===== src/rtl/pipe_pkg.sv =====
// Shared widths and payload layout for the ID/EX pipeline stage.
package pipe_pkg;

  localparam int unsigned DEF_WB_W   = 2;
  localparam int unsigned DEF_MEM_W  = 3;
  localparam int unsigned DEF_EX_W   = 4;
  localparam int unsigned DEF_DATA_W = 32;
  localparam int unsigned DEF_R_W    = 5;

  localparam int unsigned DEF_CTRL_W = DEF_WB_W + DEF_MEM_W + DEF_EX_W;
  localparam int unsigned DEF_BODY_W = 3 * DEF_DATA_W + 3 * DEF_R_W;

  // Field order matches the ctrl/body packing used by id_ex_pipe_stage.
  typedef struct packed {
    logic [DEF_WB_W-1:0]   wb_ctrl;
    logic [DEF_MEM_W-1:0]  mem_ctrl;
    logic [DEF_EX_W-1:0]   ex_ctrl;
    logic [DEF_DATA_W-1:0] data1;
    logic [DEF_DATA_W-1:0] data2;
    logic [DEF_DATA_W-1:0] extended;
    logic [DEF_R_W-1:0]    rs;
    logic [DEF_R_W-1:0]    rt;
    logic [DEF_R_W-1:0]    rd;
  } id_ex_payload_t;

endpackage


===== src/rtl/pipe_slot.sv =====
// One valid + payload register; clearing drops valid and zeroes the control
// field while the data body keeps its last value.
module pipe_slot
  import pipe_pkg::*;
#(
  parameter int unsigned CTRL_W = DEF_CTRL_W,
  parameter int unsigned BODY_W = DEF_BODY_W
) (
  input  logic              clk_i,
  input  logic              rst_n_i,
  input  logic              load,
  input  logic              clr,
  input  logic [CTRL_W-1:0] d_ctrl,
  input  logic [BODY_W-1:0] d_body,
  output logic              valid,
  output logic [CTRL_W-1:0] ctrl,
  output logic [BODY_W-1:0] body
);

  // Falling-edge capture; clear wins over load.
  always_ff @(negedge clk_i or negedge rst_n_i) begin
    if (!rst_n_i) begin
      valid <= 1'b0;
      ctrl  <= '0;
      body  <= '0;
    end else if (clr) begin
      valid <= 1'b0;
      ctrl  <= '0;
    end else if (load) begin
      valid <= 1'b1;
      ctrl  <= d_ctrl;
      body  <= d_body;
    end
  end

endmodule


===== src/rtl/id_ex_pipe_stage.sv =====
// ID/EX pipeline register with valid/ready flow control, flush and an
// optional skid entry so ready_d can come straight from a flop.
module id_ex_pipe_stage
  import pipe_pkg::*;
#(
  parameter int unsigned WB_W    = DEF_WB_W,
  parameter int unsigned MEM_W   = DEF_MEM_W,
  parameter int unsigned EX_W    = DEF_EX_W,
  parameter int unsigned DATA_W  = DEF_DATA_W,
  parameter int unsigned R_W     = DEF_R_W,
  parameter bit          SKID_EN = 1'b1,
  parameter int unsigned CNT_W   = 16
) (
  input  logic              clk_i,
  input  logic              rst_n_i,
  input  logic              valid_d,
  output logic              ready_d,
  input  logic              flush_i,
  input  logic [WB_W-1:0]   wb_ctrl_d,
  input  logic [MEM_W-1:0]  mem_ctrl_d,
  input  logic [EX_W-1:0]   ex_ctrl_d,
  input  logic [DATA_W-1:0] data1_d,
  input  logic [DATA_W-1:0] data2_d,
  input  logic [DATA_W-1:0] extended_d,
  input  logic [R_W-1:0]    rs_d,
  input  logic [R_W-1:0]    rt_d,
  input  logic [R_W-1:0]    rd_d,
  output logic              valid_q,
  input  logic              ready_q,
  output logic [WB_W-1:0]   wb_ctrl_q,
  output logic [MEM_W-1:0]  mem_ctrl_q,
  output logic [EX_W-1:0]   ex_ctrl_q,
  output logic [DATA_W-1:0] data1_q,
  output logic [DATA_W-1:0] data2_q,
  output logic [DATA_W-1:0] extended_q,
  output logic [R_W-1:0]    rs_q,
  output logic [R_W-1:0]    rt_q,
  output logic [R_W-1:0]    rd_q,
  output logic [1:0]        occ_q,
  output logic [CNT_W-1:0]  bubble_cnt_q
);

  localparam int unsigned CW = WB_W + MEM_W + EX_W;
  localparam int unsigned BW = 3 * DATA_W + 3 * R_W;

  logic [CW-1:0] in_ctrl, main_d_ctrl, main_ctrl, skid_ctrl;
  logic [BW-1:0] in_body, main_d_body, main_body, skid_body;
  logic          skid_valid;
  logic          acc, main_free;
  logic          main_load, main_clr, main_from_skid, skid_load, skid_clr;
  logic          nxt_main_v, nxt_skid_v;

  assign in_ctrl = {wb_ctrl_d, mem_ctrl_d, ex_ctrl_d};
  assign in_body = {data1_d, data2_d, extended_d, rs_d, rt_d, rd_d};

  assign {wb_ctrl_q, mem_ctrl_q, ex_ctrl_q} = main_ctrl;
  assign {data1_q, data2_q, extended_q, rs_q, rt_q, rd_q} = main_body;

  assign acc       = valid_d & ready_d;
  assign main_free = ~valid_q | ready_q;

  // Slot steering: flush first, then refill main (skid before new input),
  // otherwise park the new input in the skid.
  always_comb begin
    main_load      = 1'b0;
    main_clr       = 1'b0;
    main_from_skid = 1'b0;
    skid_load      = 1'b0;
    skid_clr       = 1'b0;
    if (flush_i) begin
      main_clr = 1'b1;
      skid_clr = 1'b1;
    end else if (main_free) begin
      if (skid_valid) begin
        main_load      = 1'b1;
        main_from_skid = 1'b1;
        if (acc) skid_load = 1'b1;
        else     skid_clr  = 1'b1;
      end else if (acc) begin
        main_load = 1'b1;
      end else begin
        main_clr = 1'b1;
      end
    end else if (acc) begin
      skid_load = 1'b1;
    end
  end

  assign main_d_ctrl = main_from_skid ? skid_ctrl : in_ctrl;
  assign main_d_body = main_from_skid ? skid_body : in_body;

  pipe_slot #(.CTRL_W(CW), .BODY_W(BW)) u_main (
    .clk_i   (clk_i),
    .rst_n_i (rst_n_i),
    .load    (main_load),
    .clr     (main_clr),
    .d_ctrl  (main_d_ctrl),
    .d_body  (main_d_body),
    .valid   (valid_q),
    .ctrl    (main_ctrl),
    .body    (main_body)
  );

  // Skid entry and ready source depend on the build flavour.
  if (SKID_EN) begin : g_skid
    pipe_slot #(.CTRL_W(CW), .BODY_W(BW)) u_skid (
      .clk_i   (clk_i),
      .rst_n_i (rst_n_i),
      .load    (skid_load),
      .clr     (skid_clr),
      .d_ctrl  (in_ctrl),
      .d_body  (in_body),
      .valid   (skid_valid),
      .ctrl    (skid_ctrl),
      .body    (skid_body)
    );
    assign ready_d = ~skid_valid;
  end else begin : g_noskid
    assign skid_valid = 1'b0;
    assign skid_ctrl  = '0;
    assign skid_body  = '0;
    assign ready_d    = ~valid_q | ready_q;
  end

  assign nxt_main_v = main_clr ? 1'b0 : (main_load ? 1'b1 : valid_q);
  assign nxt_skid_v = skid_clr ? 1'b0 : (skid_load ? 1'b1 : skid_valid);

  // Occupancy tracks the valids on the same edge.
  always_ff @(negedge clk_i or negedge rst_n_i) begin
    if (!rst_n_i) occ_q <= 2'd0;
    else          occ_q <= 2'({1'b0, nxt_main_v}) + 2'({1'b0, nxt_skid_v});
  end

  // Saturating count of cycles where downstream was ready but got nothing.
  always_ff @(negedge clk_i or negedge rst_n_i) begin
    if (!rst_n_i)
      bubble_cnt_q <= '0;
    else if (!valid_q && ready_q && !(&bubble_cnt_q))
      bubble_cnt_q <= bubble_cnt_q + CNT_W'(1);
  end

endmodule


===== config.mk =====
export PLATFORM = sky130hd
export DESIGN_NAME = id_ex_pipe_stage
export DESIGN_NICKNAME = d
export VERILOG_FILES = /design/src/rtl/pipe_pkg.sv /design/src/rtl/pipe_slot.sv /design/src/rtl/id_ex_pipe_stage.sv
export SDC_FILE = /design/constraint.sdc
export NUM_CORES = 1
export LEC_CHECK = 0
export CAP_MARGIN = 10
export CORE_ASPECT_RATIO = 0.8
export CORE_MARGIN = 10
export CORE_UTILIZATION = 49
export DETAILED_ROUTE_END_ITERATION = 6
export PLACE_DENSITY_LB_ADDON = 0.12
export SETUP_SLACK_MARGIN = 0.5
export SYNTH_ARGS = -nofsm -noshare
export SYNTH_HDL_FRONTEND = slang
export SYNTH_SLANG_ARGS = --single-unit

===== constraint.sdc =====
create_clock -name clk_i -period 2.1 [get_ports clk_i]
set_input_delay 0.42 -clock clk_i [delete_from_list [all_inputs] [get_ports clk_i]]
set_output_delay 0.42 -clock clk_i [all_outputs]
set_load 0.005 [all_outputs]

==> results.txt <==
status: finished, violations left
failing checks: setup timing
Setup WS post-layout: -0.5388 ns
hold-critical path depth: 2
sequential-to-total area share from yosys stat: 0.6168
DIE AREA: 27830 sq um
WHS Endpoint: u_main.body[16]
area leader, netlist: dfrtn_1
worst-margin pin slew: 0.5404 ns
Reg-to-Reg Start: bubble_cnt_q[5]
reg-to-reg slack, setup: -0.10 ns
vias in the first global route: 9673
Syn Std Cell Area: 10550 sq um
hpwl dp: 21.34 mm
power per cell area: 856.3 nW/um^2
DP Worst Slack: -1.207 ns
post-synth top area share: 0.6168
WL per Instance: 28.22 um
Crit-path slowest cell: dfrtn_1
final hold vios: 0
crit path capture type: output pin
max_cap viols: 0
Clock Pin Slew Worst Setup and Hold Paths: 0.05 ns
share of cells above drive strength 1: 0.5671
total congestion overflow: 0
Clock Skew: 0.009423 ns
root buffer cell: clkbuf_16
initial core utilization: 0.5038
Post-synth top cells: dfrtn_1, nand2_1, o22ai_1, o21ai_1, mux2_1
Post-DRT Antenna Nets: 0
Iter 0 DRT Violations: 996
kind of critical path: flop to output pin
sequential share of power: 0.430
Logic pwr share: 0.263
switching power: 4629 uW
Via-to-Cell Ratio: 6.154
Sink Count: 260
number of distinct library cells after synthesis: 42
residual DRC count: 0
max_slew headroom: 0.6397
vias: 10.17k
number of I/O pins: 265
Die W: 184.0 um
Req. time, crit path: 1.68 ns
Area growth, synth to finish: 77.11%
Top delay family on crit path: flip-flops
R2R depth: 7
WL final: 46.64 mm
Setup Viol. Count Final: 397
Crit path arrival time: 2.22 ns
CP bufs+invs: 1
first-pass GRT wire length: 55.55 mm
CP Launch Type: flop
Core Area: 20940 sq um
Post-Syn Instances: 874
maximum vdd drop: 0.6245 mV
Hold Startpoint: u_main.body[16]
final total power: 16000 uW
Pre-Repair DR Iteration Count: 5
Synth Flop Type: dfrtn_1
cts hold-fix bufs: 0
Final #Nets: 1487
All-Layer GR Usage: 0.2516
Seq cells post-synth: 260
P_int: 11370 uW
Clock power frac: 0.308
number of flops mapped to enable cells by yosys: 0
yosys warns: 0
largest net degree at the start of global routing: 75
Cell Chain, Critical Path: buf_2
initial antenna violation count: 3
synth top area cells: dfrtn_1, mux2_1, o22ai_1
Synth Area per Inst: 12.07 sq um
Rows: 47
max-slew violation count: 0
deepest clock path buffer count: 3
most frequent cell after synthesis: dfrtn_1
asr flop ratio synth: 1.000
Chip Height: 151.2 um
Synthesized Nets: 1001
Final Wtd Congestion: 0.8117
H-tree depth: 1
PortBufs: 264
Sw Share: 0.2894
clk_lat worst skew: 0.53 ns
Leakage: 0.008738 uW
CTS tree: done
critical path fanouts, max: 2
crit-path max cell delay: 0.49 ns
Hold Path Class: flop to flop
Inserted Clock Buffers: 27
unrepaired setup endpoints after global routing: yes
r2r endpoint: bubble_cnt_q[7]
-- power by group through the flow --
stage	clock (uW)	combinational, uW	sequential, uW
6_report	4920	4200	6870
5_1_grt	5110	4420	6950
4_1_cts	4830	3180	6660
3_5_place_dp	0	2900	6680
3_3_place_gp	0	2820	6650
2_1_floorplan	0	1160	6630
-- layout make-up --
class,instances,area (sq um)
Sequential cell,260,6506
Inverter,2,7.507
Tap cell,269,336.6
Timing Repair Buffer,522,5469
Multi-Input combinational cell,547,5468
Fill cell,826,2255
Clock buffer,40,784.5
Clock inverter,8,96.34
Antenna cell,5,12.51
-- per-stage QoR --
step	cell area, sq um	instances	hold WS [ns]	setup TNS (ns)	utilization
4_1_cts	16350	1570	0.4361	-105.88	0.7810
3_5_place_dp	14260	1427	0.4355	-328.88	0.6812
5_1_grt	18670	1650	0.4696	-135.32	0.8919
2_1_floorplan	10860	874	0.4191	-141.04	-
3_3_place_gp	14260	1427	0.4281	-322.29	0.6812
6_report	18680	1653	0.4340	-127.68	0.8923
-- worst max path at each step --
stage,to,startpoint,depth (start not counted),slack [ns]
floorplan,g_skid.u_skid.body[50],ready_q,6,-0.69
global placement,g_skid.u_skid.body[65],ready_q,6,-1.16
detailed placement,g_skid.u_skid.body[4],ready_q,6,-1.21
CTS,rs_q[2],u_main.body[12],1,-0.51
global route,ready_d,g_skid.u_skid.valid,2,-0.55
finish,extended_q[29],u_main.body[44],1,-0.54
-- state kept, by name, summed over array words and instances, names as in the netlist --
register and cells:
u_main.body 111, u_main.ctrl 9, occ_q 2, g_skid.u_skid.body 111
u_main.valid 1, bubble_cnt_q 16, g_skid.u_skid.valid 1, g_skid.u_skid.ctrl 9
-- cells by family (layout without fill, tap and decap cells) --
family,Yosys count,count (layout),synth area share
other,0,5,0
adder cells (fa/ha/maj),2,2,0.002372
buffers and inverters,67,572,0.03772
AND/OR/NAND/NOR,166,166,0.07011
multiplexers,121,121,0.1281
XOR/XNOR,11,11,0.009134
AO/OA/AOI/OAI,247,247,0.1357
flip-flops,260,260,0.6168
-- layer usage --
layer  track usage  wire [um]  vias to the layer above
met5             0          0                        -
li1              -          -                     4154
met2        0.4206      22840                      647
met1        0.3241      17580                     5203
met4       0.05805       1882                        0
met3       0.06249       4346                      169
-- cell usage in the layout, fill, tap and decap left out, types with 6 or more instances in the layout --
| cell type | n |
|---|---|
| buf_12 | 33 |
| nand2_1 | 47 |
| o22ai_2 | 38 |
| mux2i_1 | 9 |
| buf_16 | 28 |
| nand2_2 | 38 |
| o22ai_1 | 49 |
| clkbuf_16 | 46 |
| buf_6 | 37 |
| o22ai_4 | 24 |
| buf_4 | 130 |
| clkbuf_1 | 7 |
| a22o_1 | 9 |
| buf_8 | 19 |
| xor2_1 | 6 |
| o21ai_2 | 60 |
| clkdlybuf4s50_1 | 120 |
| mux2_4 | 112 |
| buf_2 | 135 |
| dfrtn_1 | 260 |
| clkbuf_8 | 6 |
| o21ai_1 | 56 |
| nand3_1 | 6 |
| nand2_4 | 38 |
-- repair_timing --
item | CTS | global route
setup endpoints to repair | 400 | 400
gates cloned | 20 | 29
buffers inserted | 75 | 49
gates resized for setup | 756 | 297
pin swaps | 31 | 98
(Power assumes the default switching activity.)
